`config.mk`:
```
export PLATFORM = sky130hd
export DESIGN_NAME = dataproc_ctrl
export DESIGN_NICKNAME = d
export VERILOG_FILES = /design/src/rtl/dataproc_pkg.sv /design/src/rtl/dataproc_result_fifo.sv /design/src/rtl/dataproc_ctrl.sv
export SDC_FILE = /design/constraint.sdc
export NUM_CORES = 1
export LEC_CHECK = 0
export ABC_AREA = 1
export CAP_MARGIN = 5
export CORE_ASPECT_RATIO = 0.6
export CORE_MARGIN = 5
export CORE_UTILIZATION = 60
export CTS_CLUSTER_SIZE = 30
export DETAILED_ROUTE_END_ITERATION = 10
export GPL_ROUTABILITY_DRIVEN = 1
export PLACE_DENSITY = 0.83
export SYNTH_ARGS = -nofsm -noshare
export SYNTH_HDL_FRONTEND = slang
export SYNTH_SLANG_ARGS = --single-unit
```
`constraint.sdc`:
```
create_clock -name clk -period 9.04 [get_ports clk]
set_input_delay 1.808 -clock clk [delete_from_list [all_inputs] [get_ports clk]]
set_output_delay 1.808 -clock clk [all_outputs]
set_load 0.01 [all_outputs]
```
`src/rtl/dataproc_pkg.sv`:
```
// Shared definitions for the data-processing controller: register map,
// CONTROL/STATUS bit positions, controller states and bus helpers.
package dataproc_pkg;

    localparam logic [31:0] DP_BASE_ADDR = 32'h0200_1000;

    // Register offsets inside the 32-byte window
    localparam logic [4:0] OFF_CONTROL  = 5'h00;
    localparam logic [4:0] OFF_STATUS   = 5'h04;
    localparam logic [4:0] OFF_CONFIG   = 5'h08;
    localparam logic [4:0] OFF_LENGTH   = 5'h0C;
    localparam logic [4:0] OFF_RESULT   = 5'h10;
    localparam logic [4:0] OFF_PROGRESS = 5'h14;

    // CONTROL bits
    localparam int CTL_START   = 0;
    localparam int CTL_ABORT   = 1;
    localparam int CTL_IRQ_EN  = 2;
    localparam int CTL_IRQ_CLR = 3;

    // STATUS bits
    localparam int ST_BUSY    = 0;
    localparam int ST_DONE    = 1;
    localparam int ST_ABORTED = 2;
    localparam int ST_EMPTY   = 3;
    localparam int ST_FULL    = 4;
    localparam int ST_LEVEL   = 8;

    // Writable fields of CONFIG (mode [1:0], thresh [15:8])
    localparam logic [31:0] CONFIG_MASK = 32'h0000_FF03;

    typedef enum logic [1:0] {
        IDLE  = 2'd0,
        RUN   = 2'd1,
        DRAIN = 2'd2,
        DONE  = 2'd3
    } state_e;

    // Expand byte strobes into a bit mask
    function automatic logic [31:0] strb_mask(input logic [3:0] s);
        return {{8{s[3]}}, {8{s[2]}}, {8{s[1]}}, {8{s[0]}}};
    endfunction

endpackage

```
`src/rtl/dataproc_result_fifo.sv`:
```
// Synchronous result FIFO. Pointers wrap naturally (depth is a power of two);
// the level counter disambiguates full from empty. level_nxt_o lets the
// owner register flow control against the level of the coming cycle.
module dataproc_result_fifo #(
    parameter int RES_W      = 16,
    parameter int FIFO_DEPTH = 16,
    localparam int AW        = $clog2(FIFO_DEPTH),
    localparam int LW        = AW + 1
) (
    input  logic             clk,
    input  logic             reset,
    input  logic             clr_i,
    input  logic             push_i,
    input  logic [RES_W-1:0] data_i,
    input  logic             pop_i,
    output logic [RES_W-1:0] head_o,
    output logic             empty_o,
    output logic             full_o,
    output logic [LW-1:0]    level_o,
    output logic [LW-1:0]    level_nxt_o
);

    logic [RES_W-1:0] mem_q [FIFO_DEPTH];
    logic [AW-1:0]    wr_q, rd_q;
    logic [LW-1:0]    level_q;
    logic             push_ok, pop_ok;

    assign empty_o = (level_q == '0);
    assign full_o  = (level_q == LW'(FIFO_DEPTH));
    assign level_o = level_q;
    assign head_o  = mem_q[rd_q];
    assign push_ok = push_i && !full_o;
    assign pop_ok  = pop_i && !empty_o;

    // Next level: clear wins, simultaneous push+pop leaves it unchanged
    always_comb begin
        level_nxt_o = level_q;
        if (clr_i) level_nxt_o = '0;
        else       level_nxt_o = level_q + LW'(push_ok) - LW'(pop_ok);
    end

    // Pointer and level state
    always_ff @(posedge clk) begin
        if (reset || clr_i) begin
            wr_q    <= '0;
            rd_q    <= '0;
            level_q <= '0;
        end else begin
            if (push_ok) wr_q <= wr_q + AW'(1);
            if (pop_ok)  rd_q <= rd_q + AW'(1);
            level_q <= level_nxt_o;
        end
    end

    // Storage; contents are don't-care while the level says empty
    always_ff @(posedge clk) begin
        if (push_ok && !clr_i && !reset) mem_q[wr_q] <= data_i;
    end

endmodule

```
`src/rtl/dataproc_ctrl.sv`:
```
// Memory-mapped sequencer for the data-processing core: register window on
// the picorv32 native bus, pixel gating during a job, result buffering.
module dataproc_ctrl
    import dataproc_pkg::*;
#(
    parameter logic [31:0] BASE_ADDR  = DP_BASE_ADDR,
    parameter int          FIFO_DEPTH = 16,
    parameter int          PIX_W      = 8,
    parameter int          RES_W      = 16,
    localparam int         LW         = $clog2(FIFO_DEPTH) + 1
) (
    input  logic             clk,
    input  logic             reset,
    input  logic             mem_valid,
    input  logic [31:0]      mem_addr,
    input  logic [31:0]      mem_wdata,
    input  logic [3:0]       mem_wstrb,
    output logic             mem_ready,
    output logic [31:0]      mem_rdata,
    input  logic             pix_valid,
    input  logic [PIX_W-1:0] pix_data,
    output logic             pix_ready,
    output logic             core_in_valid,
    output logic [PIX_W-1:0] core_in_data,
    input  logic             core_in_ready,
    input  logic             core_out_valid,
    input  logic [RES_W-1:0] core_out_data,
    output logic             core_out_ready,
    output logic [1:0]       core_mode,
    output logic [7:0]       core_thresh,
    output logic             core_flush,
    output logic             irq
);

    state_e      state_q, state_d;
    logic        ack_q, irq_en_q, done_q, done_d, aborted_q, aborted_d;
    logic        flush_q, flush_d, out_rdy_q, out_rdy_d;
    logic [31:0] rdata_q, rdata_d, rd_val, wmask, cfg_q;
    logic [15:0] len_q, sent_q, sent_d, recv_q, recv_d;

    logic sel, acc, wr, rd, ctl_wr, start_req, abort_req, clr_req;
    logic busy, busy_nxt, pix_hs, push, pop, fifo_clr;
    logic             fifo_empty, fifo_full;
    logic [RES_W-1:0] fifo_head;
    logic [LW-1:0]    fifo_level, fifo_level_nxt;

    // One access per request: accept only when not already acknowledging
    assign sel       = mem_valid && (mem_addr[31:5] == BASE_ADDR[31:5]);
    assign acc       = sel && !ack_q;
    assign wr        = acc && (mem_wstrb != 4'b0);
    assign rd        = acc && (mem_wstrb == 4'b0);
    assign wmask     = strb_mask(mem_wstrb);
    assign ctl_wr    = wr && (mem_addr[4:0] == OFF_CONTROL) && mem_wstrb[0];
    assign start_req = ctl_wr && mem_wdata[CTL_START];
    assign abort_req = ctl_wr && mem_wdata[CTL_ABORT];
    assign clr_req   = ctl_wr && mem_wdata[CTL_IRQ_CLR];

    assign busy     = (state_q == RUN) || (state_q == DRAIN);
    assign busy_nxt = (state_d == RUN) || (state_d == DRAIN);
    assign pix_hs   = (state_q == RUN) && pix_valid && core_in_ready;
    assign push     = busy && core_out_valid && out_rdy_q;
    assign pop      = rd && (mem_addr[4:0] == OFF_RESULT) && !fifo_empty;

    // Pixel path is a straight pass-through only while running
    assign pix_ready      = (state_q == RUN) && core_in_ready;
    assign core_in_valid  = (state_q == RUN) && pix_valid;
    assign core_in_data   = (state_q == RUN) ? pix_data : '0;
    assign core_out_ready = out_rdy_q;
    assign core_mode      = cfg_q[1:0];
    assign core_thresh    = cfg_q[15:8];
    assign core_flush     = flush_q;
    assign irq            = done_q && irq_en_q;
    assign mem_ready      = ack_q;
    assign mem_rdata      = ack_q ? rdata_q : 32'h0;

    dataproc_result_fifo #(
        .RES_W      (RES_W),
        .FIFO_DEPTH (FIFO_DEPTH)
    ) u_fifo (
        .clk         (clk),
        .reset       (reset),
        .clr_i       (fifo_clr),
        .push_i      (push),
        .data_i      (core_out_data),
        .pop_i       (pop),
        .head_o      (fifo_head),
        .empty_o     (fifo_empty),
        .full_o      (fifo_full),
        .level_o     (fifo_level),
        .level_nxt_o (fifo_level_nxt)
    );

    // Job sequencing, status flags and counters
    always_comb begin
        state_d   = state_q;
        done_d    = done_q;
        aborted_d = aborted_q;
        flush_d   = 1'b0;
        fifo_clr  = 1'b0;
        sent_d    = pix_hs ? sent_q + 16'd1 : sent_q;
        recv_d    = push ? recv_q + 16'd1 : recv_q;
        if (clr_req) begin
            done_d    = 1'b0;
            aborted_d = 1'b0;
        end
        case (state_q)
            IDLE, DONE: begin
                if (start_req) begin
                    sent_d    = '0;
                    recv_d    = '0;
                    fifo_clr  = 1'b1;
                    aborted_d = 1'b0;
                    done_d    = (len_q == '0);
                    state_d   = (len_q == '0) ? DONE : RUN;
                end
            end
            RUN: begin
                if (abort_req) begin
                    state_d   = IDLE;
                    aborted_d = 1'b1;
                    flush_d   = 1'b1;
                end else if (pix_hs && (sent_q + 16'd1 == len_q)) begin
                    state_d = DRAIN;
                end
            end
            DRAIN: begin
                if (abort_req) begin
                    state_d   = IDLE;
                    aborted_d = 1'b1;
                    flush_d   = 1'b1;
                end else if (recv_q == len_q) begin
                    state_d = DONE;
                    done_d  = 1'b1;
                end
            end
            default: state_d = IDLE;
        endcase
        // Outside a job results are sunk, so keep the core unblocked
        out_rdy_d = busy_nxt ? (fifo_level_nxt != LW'(FIFO_DEPTH)) : 1'b1;
    end

    // Read mux, registered into the acknowledge cycle
    always_comb begin
        rd_val = 32'h0;
        case (mem_addr[4:0])
            OFF_CONTROL:  rd_val[CTL_IRQ_EN] = irq_en_q;
            OFF_STATUS: begin
                rd_val[ST_BUSY]           = busy;
                rd_val[ST_DONE]           = done_q;
                rd_val[ST_ABORTED]        = aborted_q;
                rd_val[ST_EMPTY]          = fifo_empty;
                rd_val[ST_FULL]           = fifo_full;
                rd_val[ST_LEVEL +: 5]     = 5'(fifo_level);
            end
            OFF_CONFIG:   rd_val = cfg_q;
            OFF_LENGTH:   rd_val = {16'h0, len_q};
            OFF_RESULT:   rd_val = fifo_empty ? 32'h0 : 32'(fifo_head);
            OFF_PROGRESS: rd_val = {recv_q, sent_q};
            default:      rd_val = 32'h0;
        endcase
        rdata_d = rd ? rd_val : 32'h0;
    end

    // FSM state register
    always_ff @(posedge clk) begin
        if (reset) state_q <= IDLE;
        else       state_q <= state_d;
    end

    // Bus, configuration, flag and counter registers
    always_ff @(posedge clk) begin
        if (reset) begin
            ack_q     <= 1'b0;
            rdata_q   <= '0;
            irq_en_q  <= 1'b0;
            done_q    <= 1'b0;
            aborted_q <= 1'b0;
            flush_q   <= 1'b0;
            out_rdy_q <= 1'b0;
            cfg_q     <= '0;
            len_q     <= '0;
            sent_q    <= '0;
            recv_q    <= '0;
        end else begin
            ack_q     <= acc;
            rdata_q   <= rdata_d;
            done_q    <= done_d;
            aborted_q <= aborted_d;
            flush_q   <= flush_d;
            out_rdy_q <= out_rdy_d;
            sent_q    <= sent_d;
            recv_q    <= recv_d;
            if (ctl_wr) irq_en_q <= mem_wdata[CTL_IRQ_EN];
            if (wr && !busy && (mem_addr[4:0] == OFF_CONFIG))
                cfg_q <= (cfg_q & ~(wmask & CONFIG_MASK)) | (mem_wdata & wmask & CONFIG_MASK);
            if (wr && !busy && (mem_addr[4:0] == OFF_LENGTH))
                len_q <= (len_q & ~wmask[15:0]) | (mem_wdata[15:0] & wmask[15:0]);
        end
    end

endmodule

```
==> summary.md, run 1 <==
| Metric | Value |
|---|---|
| Gr usage total | `28.5%` |
| Reg-to-Reg Start | `u_fifo.level_o[2]$_SDFF_PP0_` |
| Clock Sinks | `371` |
| I/O pin cnt | `154` |
| Hold Vio Cnt, Final | `0` |
| Synth async-reset ratio | `0%` |
| Synth warn | `0` |
| Starting Density | `61.5%` |
| GPL Wtd Cong | `0.959` |
| Global route total overflow | `0` |
| Clock latency on the worst-skew pair | `0.53 ns` |
| FF-to-FF path depth | `18` |
| DR pass1 iterations | `5` |
| Crit. End Element | `flop` |
| Post-layout util | `71.9%` |
| Worst slew pin tran | `1.25 ns` |
| Layout Area Growth over Synthesis | `16.9%` |
| Clock Path Buffers | `3` |
| Final net count | `1849` |
| Worst R2R End | `core_out_ready$_SDFF_PP0_` |
| Largest net degree at the start of global routing | `86` |
| Die X | `223 um` |
| Total leakage power | `6.92 nW` |
| Yosys cell types | `50` |
| Critical path, cell by cell | `clkdlybuf4s50_1 -> nor2_1 -> nand3_1 -> nor2_1 -> inv_1 -> nor2_2 -> nand3_1 -> inv_1 -> ha_1 -> inv_1 -> ha_1 -> inv_1 -> fa_1 -> o31ai_1 -> xor2_1 -> nor3_1 -> nand3b_1 -> inv_1 -> a21oi_2` |
| CP dominant cell by count | `inv_1` |
| Crit Path Class | `primary input to flop` |
| Power Density | `171 mW/mm^2` |
| Required @ worst endpoint | `9.45 ns` |
| Setup violators final | `0` |
| Placed cell count | `2058` |
| Via count | `12600` |
| Initial antenna violation count | `1` |
| Port Buffers | `137` |
| Setup crit start kind | `primary input` |
| Die Ht | `138 um` |
| Cts repair resizes | `0` |
| CTS tree | `built` |
| Worst reg-to-reg setup slack | `4.91 ns` |
| Sequential share of power | `55.3%` |
| Switching part of the total | `20.0%` |
| Post-DRT Antenna Nets | `0` |
| Via-per-instance ratio | `5.97` |
| Max cap viols | `0` |
| Clk pwr share | `42.5%` |
| Core area | `0.0266 sq mm` |
| Clk root buf | `clkbuf_16` |
| Post-CTS setup buffer count | `0` |
| Crit path time final | `5.55 ns` |
| Slew HR | `16.9%` |
| Die area | `0.0308 sq mm` |
| Crit path launch | `mem_addr[1]` |
| Non-filler cells, final | `2118` |
| TritonCTS buffer count | `34` |
| CP arrival | `5.96 ns` |
| HPWL Detailed | `29700 um` |
| Status | `completed` |
| Fin. max-slew vios | `0` |
| Drc violations | `0` |
| Peak VDD IR | `174 uV` |
| Diodes inserted | `0` |
| Fin crit share | `61.4%` |
| Synth Instances | `1608` |
| Slowest cell delay on critical path | `0.69 ns` |
| End of the critical path | `core_out_ready$_SDFF_PP0_` |
| Pre-CTS WS | `3.11 ns` |
| Net switching power | `0.655 mW` |
| Clock skew | `0.0194 ns` |
| Post-synth EDFFs | `256` |
| First-pass GRT wire length | `68700 um` |
| Sequential area share after synthesis | `60.9%` |
| # fillers | `1868` |
| Hold Crit Class | `flop to flop` |
| H-tree Lvls | `2` |
| Setup TNS | `0 ns` |
| Share of cells above drive strength 1 | `6.26%` |
| Worst path slowest cell | `nor2_2` |
| Routed WL | `45100 um` |
| RSZ-0062 raised after global routing | `no` |
| Vias in the first global route | `11800` |
| Synth Register Bits | `371` |
| Power, Total | `3.27 mW` |
| Internal | `2.62 mW` |
| Cell Rows | `46` |
| Top FF cell, synth | `edfxtp_1` |
| Mean routed wirelength per cell | `21.3 um` |
| Logic pwr share | `2.1%` |
| Worst-path clk slew | `0.07 ns` |
| Syn Nets | `1723` |
| Largest fanout on the critical path | `17` |
| DRT iter0 DRCs | `1794` |
| Hold Buf Count CTS | `0` |
| Fmax | `0.180 GHz` |
| Synthesized area per cell | `10.2 sq um` |
| Post-Syn Area | `0.0164 sq mm` |
| Post-route setup slack | `3.49 ns` |
[flip-flops by register name (all words and copies together) (netlist names), named ones only]
register	flops
u_fifo.mem_q	256
u_fifo.wr_q	4
state_q	2
u_fifo.level_o	5
rdata_q	32
sent_q	16
core_flush	1
recv_q	16
irq_en_q	1
aborted_q	1
done_q	1
core_out_ready	1
u_fifo.rd_q	4
mem_ready	1
[worst min-delay path by stage]
stage	start	to	slack (ns)	cells after the start
final	irq_en_q$_SDFFE_PP0N_	irq_en_q$_SDFFE_PP0N_	0.50	2
after detailed placement	flop	flop	0.49	2
after global placement	irq_en_q$_SDFFE_PP0N_	irq_en_q$_SDFFE_PP0N_	0.46	2
after CTS	irq_en_q$_SDFFE_PP0N_	irq_en_q$_SDFFE_PP0N_	0.50	2
after global routing	flop	flop	0.52	2
after floorplan	irq_en_q$_SDFFE_PP0N_	irq_en_q$_SDFFE_PP0N_	0.45	2
[power by group through the flow]
stage | clock (mW) | combinational [mW] | sequential, mW
CTS | 1.40 | 0.0696 | 1.81
finish | 1.39 | 0.0702 | 1.81
global route | 1.48 | 0.0751 | 1.81
floorplan | 0 | 0.0110 | 1.85
detailed placement | 0 | 0.0692 | 1.85
global placement | 0 | 0.0673 | 1.85
[cell type report]
| type | instances | area (sq um) | area share, % |
|---|---|---|---|
| tap | 360 | 450 | 2.35 |
| timing repair buffer | 160 | 1540 | 8.06 |
| clock inverter | 15 | 98.8 | 0.516 |
| inverter | 229 | 860 | 4.49 |
| clock buffer | 45 | 956 | 4.99 |
| multi-input combinational | 938 | 5250 | 27.4 |
| sequential | 371 | 9990 | 52.2 |
[synthesized netlist by cell type, types with 6 or more instances]
cell type	instances	area share, %
a211oi_1	39	1.8
a21oi_1	96	2.9
a31oi_1	7	0.27
buf_1	6	0.14
buf_2	23	0.70
clkbuf_1	39	0.89
dfxtp_1	115	14
edfxtp_1	256	47
ha_1	16	1.2
inv_1	223	5.1
mux2i_1	64	3.9
nand2_1	223	5.1
nand3_1	38	1.2
nand4_1	21	0.80
nor2_1	125	2.9
nor2_2	6	0.23
nor3_1	24	0.73
o211ai_1	18	0.82
o21ai_0	153	4.7
o22ai_1	25	0.95
xnor2_1	13	0.69
xor2_1	16	0.85
[metrics by stage]
step	area, sq um	hold WS (ns)
3_3_place_gp	18100	0.460
2_1_floorplan	16400	0.447
5_1_grt	19200	0.519
6_report	19200	0.502
3_5_place_dp	18100	0.487
4_1_cts	19200	0.499
[critical path, delay by kind of cell]
kind / cells / cell delay [ns]
xor gates and xnor gates: 1 / 0.15
buffers and inverters: 6 / 0.93
AOI/OAI and AO/OA: 2 / 0.42
and+or+nand+nor: 7 / 1.80
adders and majority gates: 3 / 0.84
[layout by cell type, fill, tap and decap left out, types with 4 or more instances in the layout]
cell type	synthesis	layout
edfxtp_1	256	256
nor2_2	6	9
clkbuf_16	0	37
clkbuf_1	39	8
nor3_1	24	24
clkdlybuf4s50_1	0	137
o21ai_0	153	153
o22ai_1	25	25
buf_4	2	23
inv_2	5	5
nand3_1	38	38
mux2i_1	64	64
o211ai_1	18	18
a211oi_1	39	39
dfxtp_1	115	113
ha_1	16	16
nor2_1	125	122
xnor2_1	13	13
nand4_1	21	21
a21oi_1	96	96
inv_1	223	223
a31oi_1	7	7
nand3_2	5	5
clkinv_1	1	8
xor2_1	16	16
nand2_1	223	223
nand2_2	5	5
nor4_1	5	5
nor3_2	4	4
nor2_4	5	5
[routing by layer]
metal	GRT usage, %	wire [um]
met1	43.9	19300
met2	39.6	18500
met3	8.21	6090
met4	8.18	1140
met5	0	17
[cells by family after synthesis]
kind of cell | after synthesis | share of synthesized area [%]
and+or+nand+nor | 470 | 12.7
DFF | 371 | 60.9
buffers and inverters | 299 | 7.07
muxes | 64 | 3.91
adders and majority gates | 17 | 1.34
AOI/OAI and AO/OA | 357 | 12.4
xor gates and xnor gates | 30 | 1.69
Note: power is estimated with default switching activity, not from simulation.
==> run 2, diff against run 1 <==
CORE_UTILIZATION = 58   (was 60)
PLACE_DENSITY = 0.81   (was 0.83)
clock period = 5.4 ns   (was 9.04 ns; I/O delays follow)
==> run 2 against run 1 <==
Compared with the run above:
- sequential share of layout area down 0.61 points
- cell count grew 0.85%
- die area is 3.2% higher
- setup slack lost 2.2 ns
- hold slack got worse by 0.0056 ns
==> summary.md, run 2 (synthesis results as in run 1) <==
| Metric | Value |
|---|---|
| Setup crit start kind | `primary input` |
| Die X | `227 um` |
| Crit. End Element | `flop` |
| Switching part of the total | `19.7%` |
| Met3 Track Usage GR | `8.11%` |
| FF-to-FF path depth | `19` |
| Post-route cell area | `0.0194 sq mm` |
| Most frequent cells in the layout | `edfxtp_1 (256), inv_1 (223), nand2_1 (223), o21ai_0 (153), clkdlybuf4s50_1 (137)` |
| Slowest cell delay on critical path | `0.40 ns` |
| Non-filler cells, final | `2136` |
| Global route total overflow | `0` |
| H-tree Lvls | `2` |
| Initial antenna violation count | `0` |
| Layout Area Growth over Synthesis | `18.2%` |
| Die Ht | `140 um` |
| DRT iter0 DRCs | `1755` |
| Post-DRT Antenna Nets | `0` |
| Clk root buf | `clkbuf_16` |
| Critical path, cell by cell | `clkdlybuf4s50_1 -> or2_0 -> nor4_1 -> nand2_1 -> inv_2 -> nand3_1 -> inv_1 -> ha_1 -> inv_1 -> ha_1 -> inv_1 -> fa_1 -> o31ai_1 -> xor2_1 -> nor3_1 -> nand3b_1 -> inv_1 -> a21oi_2` |
| Port Buffers | `137` |
| Reg with most FFs | `u_fifo.mem_q` |
| M2 GR Usage | `38.3%` |
| Clk pwr share | `45.1%` |
| Core area | `0.0277 sq mm` |
| CP arrival | `4.55 ns` |
| Worst slew pin tran | `1.28 ns` |
| Via-per-instance ratio | `5.81` |
| Most common cell after layout, fill and taps aside | `edfxtp_1` |
| TritonCTS buffer count | `35` |
| Setup TNS | `0 ns` |
| Share of cells above drive strength 1 | `7.35%` |
| Crit Path Class | `primary input to flop` |
| Diodes inserted | `0` |
| RSZ-0062 raised after global routing | `no` |
| HPWL Detailed | `28900 um` |
| Crit path time final | `4.14 ns` |
| Placed cell count | `2073` |
| Hold Buf Count CTS | `0` |
| Worst reg-to-reg setup slack | `1.85 ns` |
| Internal | `4.60 mW` |
| Vias in the first global route | `11600` |
| Power Density | `296 mW/mm^2` |
| Max cap viols | `0` |
| Reg-to-Reg Start | `mem_ready$_SDFF_PP0_` |
| Fin. max-slew vios | `0` |
| Biggest regs | `u_fifo.mem_q: 256 flops, rdata_q: 32 flops` |
| Post-DP Area | `0.0182 sq mm` |
| I/O pin cnt | `154` |
| Clock latency on the worst-skew pair | `0.55 ns` |
| Largest register FFs | `256` |
| CP dominant cell by count | `inv_1` |
| Drc violations | `0` |
| Buf/Inv on CP | `6` |
| Status | `completed` |
| GPL Wtd Cong | `0.977` |
| Die area | `0.0318 sq mm` |
| Gr usage total | `26.8%` |
| Post-CTS setup buffer count | `0` |
| First-pass GRT wire length | `65600 um` |
| WHS Path Cells | `2` |
| GR peak layer | `met1` |
| Logic pwr share | `2.0%` |
| Clock Path Buffers | `3` |
| Cts repair resizes | `0` |
| Hold Crit Class | `flop to flop` |
| Routed WL | `43600 um` |
| Peak VDD IR | `201 uV` |
| Largest fanout on the critical path | `5` |
| Clock Sinks | `371` |
| Required @ worst endpoint | `5.82 ns` |
| Worst path slowest cell | `fa_1` |
| Via count | `12400` |
| Worst R2R End | `core_out_ready$_SDFF_PP0_` |
| DR pass1 iterations | `6` |
| Met1 GRT Util | `40.2%` |
| Starting Density | `59.2%` |
| Fmax | `0.242 GHz` |
| Largest net degree at the start of global routing | `110` |
| Worst-path clk slew | `0.06 ns` |
| Slew HR | `14.6%` |
| Mean routed wirelength per cell | `20.4 um` |
| Setup violators final | `0` |
| Hold Vio Cnt, Final | `0` |
| Net switching power | `1.13 mW` |
| Final net count | `1858` |
| Clock skew | `0.0193 ns` |
| CTS tree | `built` |
| Final hold slack | `0.497 ns` |
| Sequential share of power | `52.9%` |
| Fin crit share | `76.6%` |
| CP top delay family | `simple AND/OR/NAND/NOR gates` |
| Cell Rows | `47` |
| Power, Total | `5.73 mW` |
| Total leakage power | `7.03 nW` |
## run 2: changes by cell type in the layout (fill, tap and decap cells not counted), moves of 3 or more
cell        delta
nor2_1         -8
nor2_2         +8
buf_4          +7
bufinv_16      +5
inv_6          +4
clkinvlp_4     -3
## run 2: worst max-delay path by stage
stage	start	end	slack [ns]	cells after the start
2_1_floorplan	mem_addr[1]	core_out_ready$_SDFF_PP0_	1.73	18
3_3_place_gp	mem_addr[18]	core_out_ready$_SDFF_PP0_	0.83	18
3_5_place_dp	mem_addr[18]	core_out_ready$_SDFF_PP0_	0.76	18
4_1_cts	mem_addr[18]	core_out_ready$_SDFF_PP0_	1.30	18
5_1_grt	mem_addr[19]	core_out_ready$_SDFF_PP0_	0.95	19
6_report	mem_addr[18]	core_out_ready$_SDFF_PP0_	1.26	18
## run 2: per-layer routing
metal / routed length [um] / share of wire [%] / vias up
met2: 18400 / 42 / 695
met1: 18600 / 43 / 5834
li1: - / - / 5788
met5: 0 / 0 / -
met4: 1080 / 2.5 / 0
met3: 5580 / 13 / 87
## run 2: worst min-delay path: stages, from the launching register on
cell      delay (ns)
dfxtp_1         0.31
inv_1           0.07
a211oi_1        0.07
## run 2: power by group through the flow
stage	logic [mW]	clock network [mW]	registers, mW
after floorplan	0.0185	0	3.10
after CTS	0.115	2.61	3.03
after global routing	0.124	2.72	3.03
after global placement	0.112	0	3.10
after detailed placement	0.115	0	3.10
final	0.116	2.58	3.03
## run 2: per-stage QoR
| step | utilization, % | worst slack, ns |
|---|---|---|
| after global placement | 65.7 | 0.828 |
| after global routing | 70.0 | 0.951 |
| after CTS | 70.0 | 1.30 |
| after detailed placement | 65.7 | 0.758 |
| final | 70.0 | 1.26 |
| after floorplan | - | 1.73 |
## run 2: layout make-up
class / instances / area (sq um)
Sequential cell: 371 / 9990
Fill cell: 2002 / 8320
Clock buffer: 43 / 926
Inverter: 229 / 860
Timing Repair Buffer: 168 / 1620
Multi-Input combinational cell: 938 / 5270
Clock inverter: 20 / 255
Tap cell: 367 / 459
